`config.mk`:
```
export PLATFORM = sky130hd
export DESIGN_NAME = ascon_core_driver
export DESIGN_NICKNAME = d
export VERILOG_FILES = /design/src/rtl/ascon_core_driver.sv
export SDC_FILE = /design/constraint.sdc
export NUM_CORES = 2
export LEC_CHECK = 0
export CAP_MARGIN = 10
export CORE_AREA = 4 4 421 423
export CTS_CLUSTER_SIZE = 30
export DETAILED_ROUTE_END_ITERATION = 8
export DIE_AREA = 0 0 425 427
export SYNTH_ARGS = -nofsm -noshare
export SYNTH_HDL_FRONTEND = slang
export SYNTH_SLANG_ARGS = --single-unit
```
`constraint.sdc`:
```
create_clock -name clk -period 46 [get_ports clk]
set_clock_uncertainty 0.2 [all_clocks]
set_input_delay 9.2 -clock clk [delete_from_list [all_inputs] [get_ports clk]]
set_output_delay 9.2 -clock clk [all_outputs]
set_load 0.005 [all_outputs]
```
`src/rtl/ascon_core_driver.sv`:
```
// -----------------------------------------------------------------------------
// ascon_core_driver
//
// Purpose:
//   Host-facing sequencer for an Ascon AEAD core. A job follows these steps:
//     1. The host sends a command word. Bit 0 selects the mode
//        (0 = encrypt, 1 = decrypt).
//     2. The host then loads 16 words (encrypt) or 20 words (decrypt).
//        These fill key, nonce, AD, text and (decrypt only) the tag.
//     3. The block pulses core_start for one cycle.
//     4. It waits for core_done and captures the core results.
//     5. It streams the results back to the host, ending with a status word.
//   128-bit fields are packed big-endian by word: word 0 -> [127:96],
//   word 3 -> [31:0].
//
// Configuration:
//   ASCON_DRV_TIMEOUT_EN  When defined, WAIT gives up after TIMEOUT_CYCLES
//                         cycles without core_done. The block then returns
//                         zero result words and status bit1 = 1.
//
// Ports:
//   clk, rst            rising-edge clock, asynchronous active-high reset
//   in_valid/in_ready/  host load stream (command word then payload words)
//   in_data[31:0]
//   out_valid/out_ready/ host result stream; out_last marks the status word
//   out_data[31:0]/out_last
//   busy                high whenever the block is not idle
//   core_start, core_mode[1:0], core_key/nonce/ad/text/tag_in[127:0]
//                       request side of the Ascon core
//   core_done, core_error, core_ciphertext/tag/plaintext[127:0]
//                       completion side of the Ascon core
//
// Status word: bit0 = core error (decrypt only), bit1 = timeout,
//              bit2 = mode, bits[31:3] = 0.
// -----------------------------------------------------------------------------
module ascon_core_driver #(
    parameter int TIMEOUT_CYCLES = 1023
) (
    input  logic         clk,
    input  logic         rst,
    input  logic         in_valid,
    output logic         in_ready,
    input  logic [31:0]  in_data,
    output logic         out_valid,
    input  logic         out_ready,
    output logic [31:0]  out_data,
    output logic         out_last,
    output logic         busy,
    output logic         core_start,
    output logic [1:0]   core_mode,
    output logic [127:0] core_key,
    output logic [127:0] core_nonce,
    output logic [127:0] core_ad,
    output logic [127:0] core_text,
    output logic [127:0] core_tag_in,
    input  logic         core_done,
    input  logic         core_error,
    input  logic [127:0] core_ciphertext,
    input  logic [127:0] core_tag,
    input  logic [127:0] core_plaintext
);

    typedef enum logic [2:0] {
        ST_IDLE   = 3'd0,
        ST_LOAD   = 3'd1,
        ST_START  = 3'd2,
        ST_WAIT   = 3'd3,
        ST_UNLOAD = 3'd4
    } state_t;

    localparam int WAIT_W = (TIMEOUT_CYCLES < 2) ? 1 : $clog2(TIMEOUT_CYCLES + 1);
    // Value of the WAIT counter during the final permitted WAIT cycle.
    localparam logic [WAIT_W-1:0] WAIT_LAST = WAIT_W'(TIMEOUT_CYCLES - 1);

    state_t         state_r;
    state_t         state_next_s;

    logic           in_ready_r;
    logic           out_valid_r;
    logic [31:0]    out_data_r;
    logic           out_last_r;
    logic           busy_r;
    logic           core_start_r;
    logic [1:0]     core_mode_r;
    logic [127:0]   core_key_r;
    logic [127:0]   core_nonce_r;
    logic [127:0]   core_ad_r;
    logic [127:0]   core_text_r;
    logic [127:0]   core_tag_in_r;

    logic [4:0]     load_cnt_r;
    logic [WAIT_W-1:0] wait_cnt_r;
    logic [3:0]     out_idx_r;
    logic [127:0]   res_ct_r;
    logic [127:0]   res_tag_r;
    logic [127:0]   res_pt_r;
    logic           res_err_r;
    logic           res_to_r;

    logic           mode_s;
    logic           in_fire_s;
    logic           out_fire_s;
    logic           load_last_s;
    logic [3:0]     out_last_idx_s;
    logic           timeout_hit_s;
    logic [6:0]     lane_s;
    logic [31:0]    status_s;

    // Pick word i (0 = most significant) of a 128-bit field.
    function automatic logic [31:0] field_word(input logic [127:0] v, input logic [1:0] i);
        logic [6:0] base;
        base = {~i, 5'd0};
        return v[base +: 32];
    endfunction

    // Result-stream word at position idx for the given mode, as {last, data}.
    function automatic logic [32:0] unload_word(
        input logic         mode,
        input logic [3:0]   idx,
        input logic [127:0] ct,
        input logic [127:0] tg,
        input logic [127:0] pt,
        input logic [31:0]  status
    );
        logic [32:0] w;
        w = 33'd0;
        if (mode) begin
            case (idx)
                4'd0, 4'd1, 4'd2, 4'd3: w = {1'b0, field_word(pt, idx[1:0])};
                4'd4:                   w = {1'b1, status};
                default:                w = 33'd0;
            endcase
        end else begin
            case (idx)
                4'd0, 4'd1, 4'd2, 4'd3: w = {1'b0, field_word(ct, idx[1:0])};
                4'd4, 4'd5, 4'd6, 4'd7: w = {1'b0, field_word(tg, idx[1:0])};
                4'd8:                   w = {1'b1, status};
                default:                w = 33'd0;
            endcase
        end
        return w;
    endfunction

    assign mode_s         = core_mode_r[0];
    assign in_fire_s      = in_valid & in_ready_r;
    assign out_fire_s     = out_valid_r & out_ready;
    assign load_last_s    = (load_cnt_r == (mode_s ? 5'd19 : 5'd15));
    assign out_last_idx_s = mode_s ? 4'd4 : 4'd8;
    // Bit offset of the word slot being loaded; word 0 of a field sits at the top.
    assign lane_s         = {~load_cnt_r[1:0], 5'd0};
    assign status_s       = {29'd0, mode_s, res_to_r, res_err_r};

`ifdef ASCON_DRV_TIMEOUT_EN
    assign timeout_hit_s  = (wait_cnt_r == WAIT_LAST);
`else
    assign timeout_hit_s  = 1'b0;
`endif

    // FSM state register.
    always_ff @(posedge clk or posedge rst) begin
        if (rst) begin
            state_r <= ST_IDLE;
        end else begin
            state_r <= state_next_s;
        end
    end

    // FSM next-state logic.
    always_comb begin
        state_next_s = state_r;
        case (state_r)
            ST_IDLE: begin
                if (in_fire_s) begin
                    state_next_s = ST_LOAD;
                end else begin
                    state_next_s = ST_IDLE;
                end
            end
            ST_LOAD: begin
                if (in_fire_s && load_last_s) begin
                    state_next_s = ST_START;
                end else begin
                    state_next_s = ST_LOAD;
                end
            end
            ST_START: begin
                state_next_s = ST_WAIT;
            end
            ST_WAIT: begin
                if (core_done) begin
                    state_next_s = ST_UNLOAD;
                end else if (timeout_hit_s) begin
                    state_next_s = ST_UNLOAD;
                end else begin
                    state_next_s = ST_WAIT;
                end
            end
            ST_UNLOAD: begin
                if (out_fire_s && (out_idx_r == out_last_idx_s)) begin
                    state_next_s = ST_IDLE;
                end else begin
                    state_next_s = ST_UNLOAD;
                end
            end
            default: begin
                state_next_s = ST_IDLE;
            end
        endcase
    end

    // Control outputs registered from the next state so they align with it.
    always_ff @(posedge clk or posedge rst) begin
        if (rst) begin
            in_ready_r   <= 1'b0;
            busy_r       <= 1'b0;
            core_start_r <= 1'b0;
        end else begin
            in_ready_r   <= (state_next_s == ST_IDLE) || (state_next_s == ST_LOAD);
            busy_r       <= (state_next_s != ST_IDLE);
            core_start_r <= (state_next_s == ST_START);
        end
    end

    // Command capture and payload loading. Core fields are written only here,
    // so they hold steady from START until the next job is loaded.
    always_ff @(posedge clk or posedge rst) begin
        if (rst) begin
            core_mode_r   <= 2'd0;
            load_cnt_r    <= 5'd0;
            core_key_r    <= 128'd0;
            core_nonce_r  <= 128'd0;
            core_ad_r     <= 128'd0;
            core_text_r   <= 128'd0;
            core_tag_in_r <= 128'd0;
        end else if (in_fire_s && (state_r == ST_IDLE)) begin
            core_mode_r <= {1'b0, in_data[0]};
            load_cnt_r  <= 5'd0;
        end else if (in_fire_s && (state_r == ST_LOAD)) begin
            load_cnt_r <= load_cnt_r + 5'd1;
            case (load_cnt_r[4:2])
                3'd0:    core_key_r[lane_s +: 32]    <= in_data;
                3'd1:    core_nonce_r[lane_s +: 32]  <= in_data;
                3'd2:    core_ad_r[lane_s +: 32]     <= in_data;
                3'd3:    core_text_r[lane_s +: 32]   <= in_data;
                3'd4:    core_tag_in_r[lane_s +: 32] <= in_data;
                default: core_tag_in_r               <= core_tag_in_r;
            endcase
        end else begin
            load_cnt_r <= load_cnt_r;
        end
    end

    // WAIT cycle counter; it saturates so that it never wraps in long waits.
    always_ff @(posedge clk or posedge rst) begin
        if (rst) begin
            wait_cnt_r <= '0;
        end else if (state_r == ST_START) begin
            wait_cnt_r <= '0;
        end else if ((state_r == ST_WAIT) && (wait_cnt_r != WAIT_LAST)) begin
            wait_cnt_r <= wait_cnt_r + WAIT_W'(1);
        end else begin
            wait_cnt_r <= wait_cnt_r;
        end
    end

    // Result capture and the registered result stream.
    always_ff @(posedge clk or posedge rst) begin
        if (rst) begin
            res_ct_r    <= 128'd0;
            res_tag_r   <= 128'd0;
            res_pt_r    <= 128'd0;
            res_err_r   <= 1'b0;
            res_to_r    <= 1'b0;
            out_idx_r   <= 4'd0;
            out_valid_r <= 1'b0;
            out_data_r  <= 32'd0;
            out_last_r  <= 1'b0;
        end else if ((state_r == ST_WAIT) && core_done) begin
            res_ct_r    <= core_ciphertext;
            res_tag_r   <= core_tag;
            res_pt_r    <= core_plaintext;
            // The error flag only means something for decrypt.
            res_err_r   <= core_error & mode_s;
            res_to_r    <= 1'b0;
            out_idx_r   <= 4'd0;
            out_valid_r <= 1'b1;
            // First word comes straight from the core; it is never the status word.
            {out_last_r, out_data_r} <= unload_word(mode_s, 4'd0, core_ciphertext,
                                                    core_tag, core_plaintext, 32'd0);
        end else if ((state_r == ST_WAIT) && timeout_hit_s) begin
            res_ct_r    <= 128'd0;
            res_tag_r   <= 128'd0;
            res_pt_r    <= 128'd0;
            res_err_r   <= 1'b0;
            res_to_r    <= 1'b1;
            out_idx_r   <= 4'd0;
            out_valid_r <= 1'b1;
            out_data_r  <= 32'd0;
            out_last_r  <= 1'b0;
        end else if ((state_r == ST_UNLOAD) && out_fire_s) begin
            if (out_idx_r == out_last_idx_s) begin
                out_valid_r <= 1'b0;
                out_data_r  <= 32'd0;
                out_last_r  <= 1'b0;
                out_idx_r   <= 4'd0;
            end else begin
                out_idx_r <= out_idx_r + 4'd1;
                {out_last_r, out_data_r} <= unload_word(mode_s, out_idx_r + 4'd1, res_ct_r,
                                                        res_tag_r, res_pt_r, status_s);
            end
        end else begin
            out_valid_r <= out_valid_r;
        end
    end

    assign in_ready    = in_ready_r;
    assign out_valid   = out_valid_r;
    assign out_data    = out_data_r;
    assign out_last    = out_last_r;
    assign busy        = busy_r;
    assign core_start  = core_start_r;
    assign core_mode   = core_mode_r;
    assign core_key    = core_key_r;
    assign core_nonce  = core_nonce_r;
    assign core_ad     = core_ad_r;
    assign core_text   = core_text_r;
    assign core_tag_in = core_tag_in_r;

endmodule

```
==> flow_metrics.py <==
metrics = {
    "run_status": {
        "status": "finished, final reports clean",
    },
    "timing": {
        "layout_worst_path_cycle_share_pct": 32.01,
        "final-setup-viol-count": 0,
        "timing.fmax_mhz": 67.90,
        "rsz_0062_raised_after_global_routing": "false",
        "maxSlewHeadroom_pct": 22.92,
        "final.hold.worst_slack_ns": 0.2666,
        "setup_total_negative_slack_ns": 0,
        "tightest_slew_ns": 1.156,
        "post-route-min-period_ns": 14.73,
        "final-max-slew-violation-count": 0,
        "final_hold_violating_endpoints": 0,
    },
    "synthesis": {
        "synth-warning-count": 0,
        "dominantRegCellSynth": "sky130_fd_sc_hd__dfrtp_1",
        "synth-seq-area-share_pct": 59.84,
        "post-synth-top-count-cell": "sky130_fd_sc_hd__dfrtp_1",
        "synth_area_per_cell_um2": 12.43,
        "synth_area_in_simple_gates_pct": 8.903,
        "syn_nets": 4051,
        "synth_compound_gate_area_share_pct": 4.570,
        "synth.cells.most_frequent": "sky130_fd_sc_hd__dfrtp_1, sky130_fd_sc_hd__nand2_1, sky130_fd_sc_hd__mux2_2, sky130_fd_sc_hd__o21ai_0, sky130_fd_sc_hd__inv_1",
        "synth.top_cell.area_share_pct": 59.84,
        "synth-async-reset-ratio_pct": 100.0,
        "post_synth_num_cell_types": 47,
        "synth.top_cells.by_area": "sky130_fd_sc_hd__dfrtp_1, sky130_fd_sc_hd__mux2_2, sky130_fd_sc_hd__nand2_1, sky130_fd_sc_hd__mux4_2, sky130_fd_sc_hd__o21ai_0",
        "post_synthesis_xor_xnor_area_fraction_pct": 0.07793,
        "synthCells": 3618,
        "ys_seq_elements": 1075,
        "synth_largest_area_cell": "sky130_fd_sc_hd__dfrtp_1",
        "post_synth_fa_ha_maj_area_fraction_pct": 0.3061,
        "synth.cell_area_um2": 44960,
        "synth.area.mux_share_pct": 21.63,
        "combinational_family_with_the_most_area_after_synthesis": "multiplexers",
        "synth_edf_count": 0,
    },
    "worst_setup_path": {
        "crit_path_frequent_cell": "sky130_fd_sc_hd__buf_4",
        "critical_path_peak_fanout": 128,
        "critPathKind": "input port to asynchronous set/reset pin",
        "cells_along_the_critical_path": "clkdlybuf4s50_1, inv_8, buf_4, buf_4, buf_4, buf_4, buf_4, buf_4",
        "critical_path.top_delay_family": "buffers and inverters",
        "critPathLaunchType": "input port",
        "timing.critical_path.to_type": "asynchronous set/reset pin",
        "critical_path_required_ns": 46.53,
        "cpMaxStageDelayCell": "sky130_fd_sc_hd__buf_4",
        "critical_path_at_ns": 15.26,
        "timing.critical_path.buf_inv": 8,
        "critical_path_s_largest_stage_delay_ns": 0.84,
    },
    "clock_network": {
        "clock_sinks": 1075,
        "ctsHtreeMaxLevel": 3,
        "tritoncts": "done",
        "post_cts_resize_count": 0,
        "cts.repair_timing.setup_buffer_count": 0,
        "cts_bufs_inserted": 116,
        "clk_latency_ns": 0.76,
        "cts_max_path_buffers": 3,
        "ctsHoldBuffers": 0,
        "clockRootBuffer": "sky130_fd_sc_hd__clkbuf_16",
        "path_clk_slew_ns": 0.06,
    },
    "route": {
        "highest-signal-layer": "met5",
        "routed-via-count": 32490,
        "wl_per_cell_um": 25.21,
        "drc_errors": 0,
        "detailroute.wirelength.met3_mm": 12.29,
        "wl_met2_mm": 96.51,
        "wl_met1_mm": 63.42,
        "detailedRoute.firstPassIterationCount": 6,
        "antenna_left": 0,
        "route.detailed.vias_per_inst": 4.563,
        "dr.first_iter.drc_count": 2156,
        "route.final.wire_length_mm": 179.5,
    },
    "final_layout": {
        "flow.area_growth_from_synthesis_pct": 38.43,
        "final_layout_size_suffix_gt1_share_pct": 21.00,
        "design.final.nets": 5110,
        "final-seq-area_um2": 26910,
        "multi_input_combinational_cell_area_um2": 16050,
        "finalInstanceArea_um2": 62230,
        "nFillCells": 17230,
    },
    "floorplan": {
        "die_w_um": 425,
        "num_io_pins": 1101,
        "start_util_pct": 25.92,
        "die-height_um": 427,
        "fp.coreArea_um2": 173400,
        "die_area_um2": 181500,
        "placement_rows": 153,
    },
    "global_route": {
        "grt_pass1_vias": 33500,
        "grt_remaining_overflow": 0,
        "wire_length_of_the_first_global_routing_pass_mm": 250.9,
        "grt_usage_pct": 19.28,
        "grt_max_degree": 272,
        "antenna_found_initial": 38,
    },
    "worst_hold_path": {
        "type_of_the_most_critical_hold_path": "register to register",
    },
    "place": {
        "placement.io_buffers": 1099,
        "post_dp_cell_area_um2": 58280,
        "place_hpwl_mm": 133.4,
        "gp_congestion": 0.8526,
    },
    "power_and_ir_drop": {
        "vdd_drop_max_v": 0.00002994,
        "power.static_leakage_nw": 28.89,
        "cellPowerDensity_nw_per_um2": 54.66,
    },
    "flow_run": {
        "drv.max_cap_violation_count": 0,
    },
}
report_power, final:
part           internal (mW)  switching [mW]
Combinational          0.559           0.523
Clock                  0.552           0.402
Sequential              1.22           0.142
Total                   2.34            1.07
layer usage:
| metal | track usage (%) | vias to the layer above |
|---|---|---|
| met4 | 7.610 | 24 |
| met1 | 20.66 | 16690 |
| met5 | 0 | - |
| li1 | - | 14370 |
| met2 | 36.00 | 1125 |
| met3 | 4.951 | 276 |
kinds of logic after synthesis:
family          count (synthesis)
flops                        1075
buf+inv                       466
fa+ha+maj                      11
mux                           774
compound gates                362
xor+xnor                        4
simple gates                  925
other cells                     1
cell usage in the layout (no fill, tap or decap), types with 3 or more instances in the layout:
| cell | synthesis | layout |
|---|---|---|
| sky130_fd_sc_hd__a21oi_1 | 3 | 3 |
| sky130_fd_sc_hd__a22o_1 | 4 | 4 |
| sky130_fd_sc_hd__a31oi_1 | 32 | 32 |
| sky130_fd_sc_hd__and2_1 | 133 | 129 |
| sky130_fd_sc_hd__and2_2 | 0 | 4 |
| sky130_fd_sc_hd__buf_4 | 5 | 58 |
| sky130_fd_sc_hd__bufinv_16 | 0 | 7 |
| sky130_fd_sc_hd__clkbuf_1 | 127 | 29 |
| sky130_fd_sc_hd__clkbuf_16 | 0 | 116 |
| sky130_fd_sc_hd__clkbuf_8 | 0 | 29 |
| sky130_fd_sc_hd__clkdlybuf4s50_1 | 0 | 1099 |
| sky130_fd_sc_hd__clkinv_2 | 0 | 17 |
| sky130_fd_sc_hd__clkinvlp_4 | 0 | 5 |
| sky130_fd_sc_hd__dfrtp_1 | 1075 | 1073 |
| sky130_fd_sc_hd__diode_2 | 0 | 23 |
| sky130_fd_sc_hd__ha_1 | 11 | 10 |
| sky130_fd_sc_hd__inv_1 | 247 | 245 |
| sky130_fd_sc_hd__inv_8 | 0 | 3 |
| sky130_fd_sc_hd__mux2_1 | 18 | 18 |
| sky130_fd_sc_hd__mux2_2 | 622 | 622 |
| sky130_fd_sc_hd__mux2i_1 | 40 | 40 |
| sky130_fd_sc_hd__mux4_2 | 94 | 94 |
| sky130_fd_sc_hd__nand2_1 | 738 | 722 |
| sky130_fd_sc_hd__nand2_2 | 0 | 16 |
| sky130_fd_sc_hd__nand3_1 | 3 | 3 |
| sky130_fd_sc_hd__nand4_1 | 3 | 3 |
| sky130_fd_sc_hd__nor2_1 | 16 | 14 |
| sky130_fd_sc_hd__nor2b_1 | 3 | 3 |
| sky130_fd_sc_hd__nor3_2 | 2 | 3 |
| sky130_fd_sc_hd__nor4b_4 | 3 | 3 |
| sky130_fd_sc_hd__o211ai_1 | 4 | 4 |
| sky130_fd_sc_hd__o21ai_0 | 249 | 249 |
| sky130_fd_sc_hd__o221ai_1 | 32 | 32 |
| sky130_fd_sc_hd__o22ai_1 | 32 | 32 |
worst paths after layout:
check / from / endpoint / slack (ns) / cells past startpoint
setup / recovery: rst / core_text[26] / 31.27 / 8
hold / removal: res_pt_r[19] / res_pt_r[19] / 0.27 / 2
setup reg to reg: out_idx_r[0] / out_data[20] / 41.66 / 8
hold reg to reg: res_pt_r[19] / res_pt_r[19] / 0.27 / 2
max in group clk: core_done / res_tag_r[105] / 33.75 / 7
min in group asynchronous: rst / core_text[103] / 8.79 / 2
worst min-delay path, cell delays in order, from the launching register on:
cell and delay [ns]:
sky130_fd_sc_hd__dfrtp_1 0.33, sky130_fd_sc_hd__nand2_1 0.05, sky130_fd_sc_hd__nand2_1 0.05
state kept, by name (all words and copies together) (netlist names):
name / count
res_tag_r: 128
core_ad: 128
out_last: 1
out_valid: 1
core_text: 128
busy: 1
core_start: 1
out_data: 32
out_idx_r: 4
res_ct_r: 128
core_key: 128
core_tag_in: 128
res_pt_r: 128
load_cnt_r: 5
in_ready: 1
state_r: 3
res_err_r: 1
core_nonce: 128
core_mode: 1
stage by stage:
step / power (mW) / worst slack [ns] / utilization (%) / cells
2_1_floorplan: 1.837 / 6.338 / - / 3618
3_3_place_gp: 2.458 / 30.35 / 33.60 / 6883
3_5_place_dp: 2.486 / 30.24 / 33.60 / 6883
4_1_cts: 3.456 / 31.08 / 35.85 / 7096
5_1_grt: 3.579 / 30.41 / 35.86 / 7105
6_report: 3.402 / 31.27 / 35.88 / 7120
final cells by class:
type	count	area share [%]
clock inverter	39	0.7780
timing repair buffer	1160	18.45
multi-input combinational	2077	25.79
sequential	1075	43.24
tap	2325	4.674
inverter	247	1.502
antenna	23	0.09248
clock buffer	174	5.480
(Power assumes the default switching activity.)
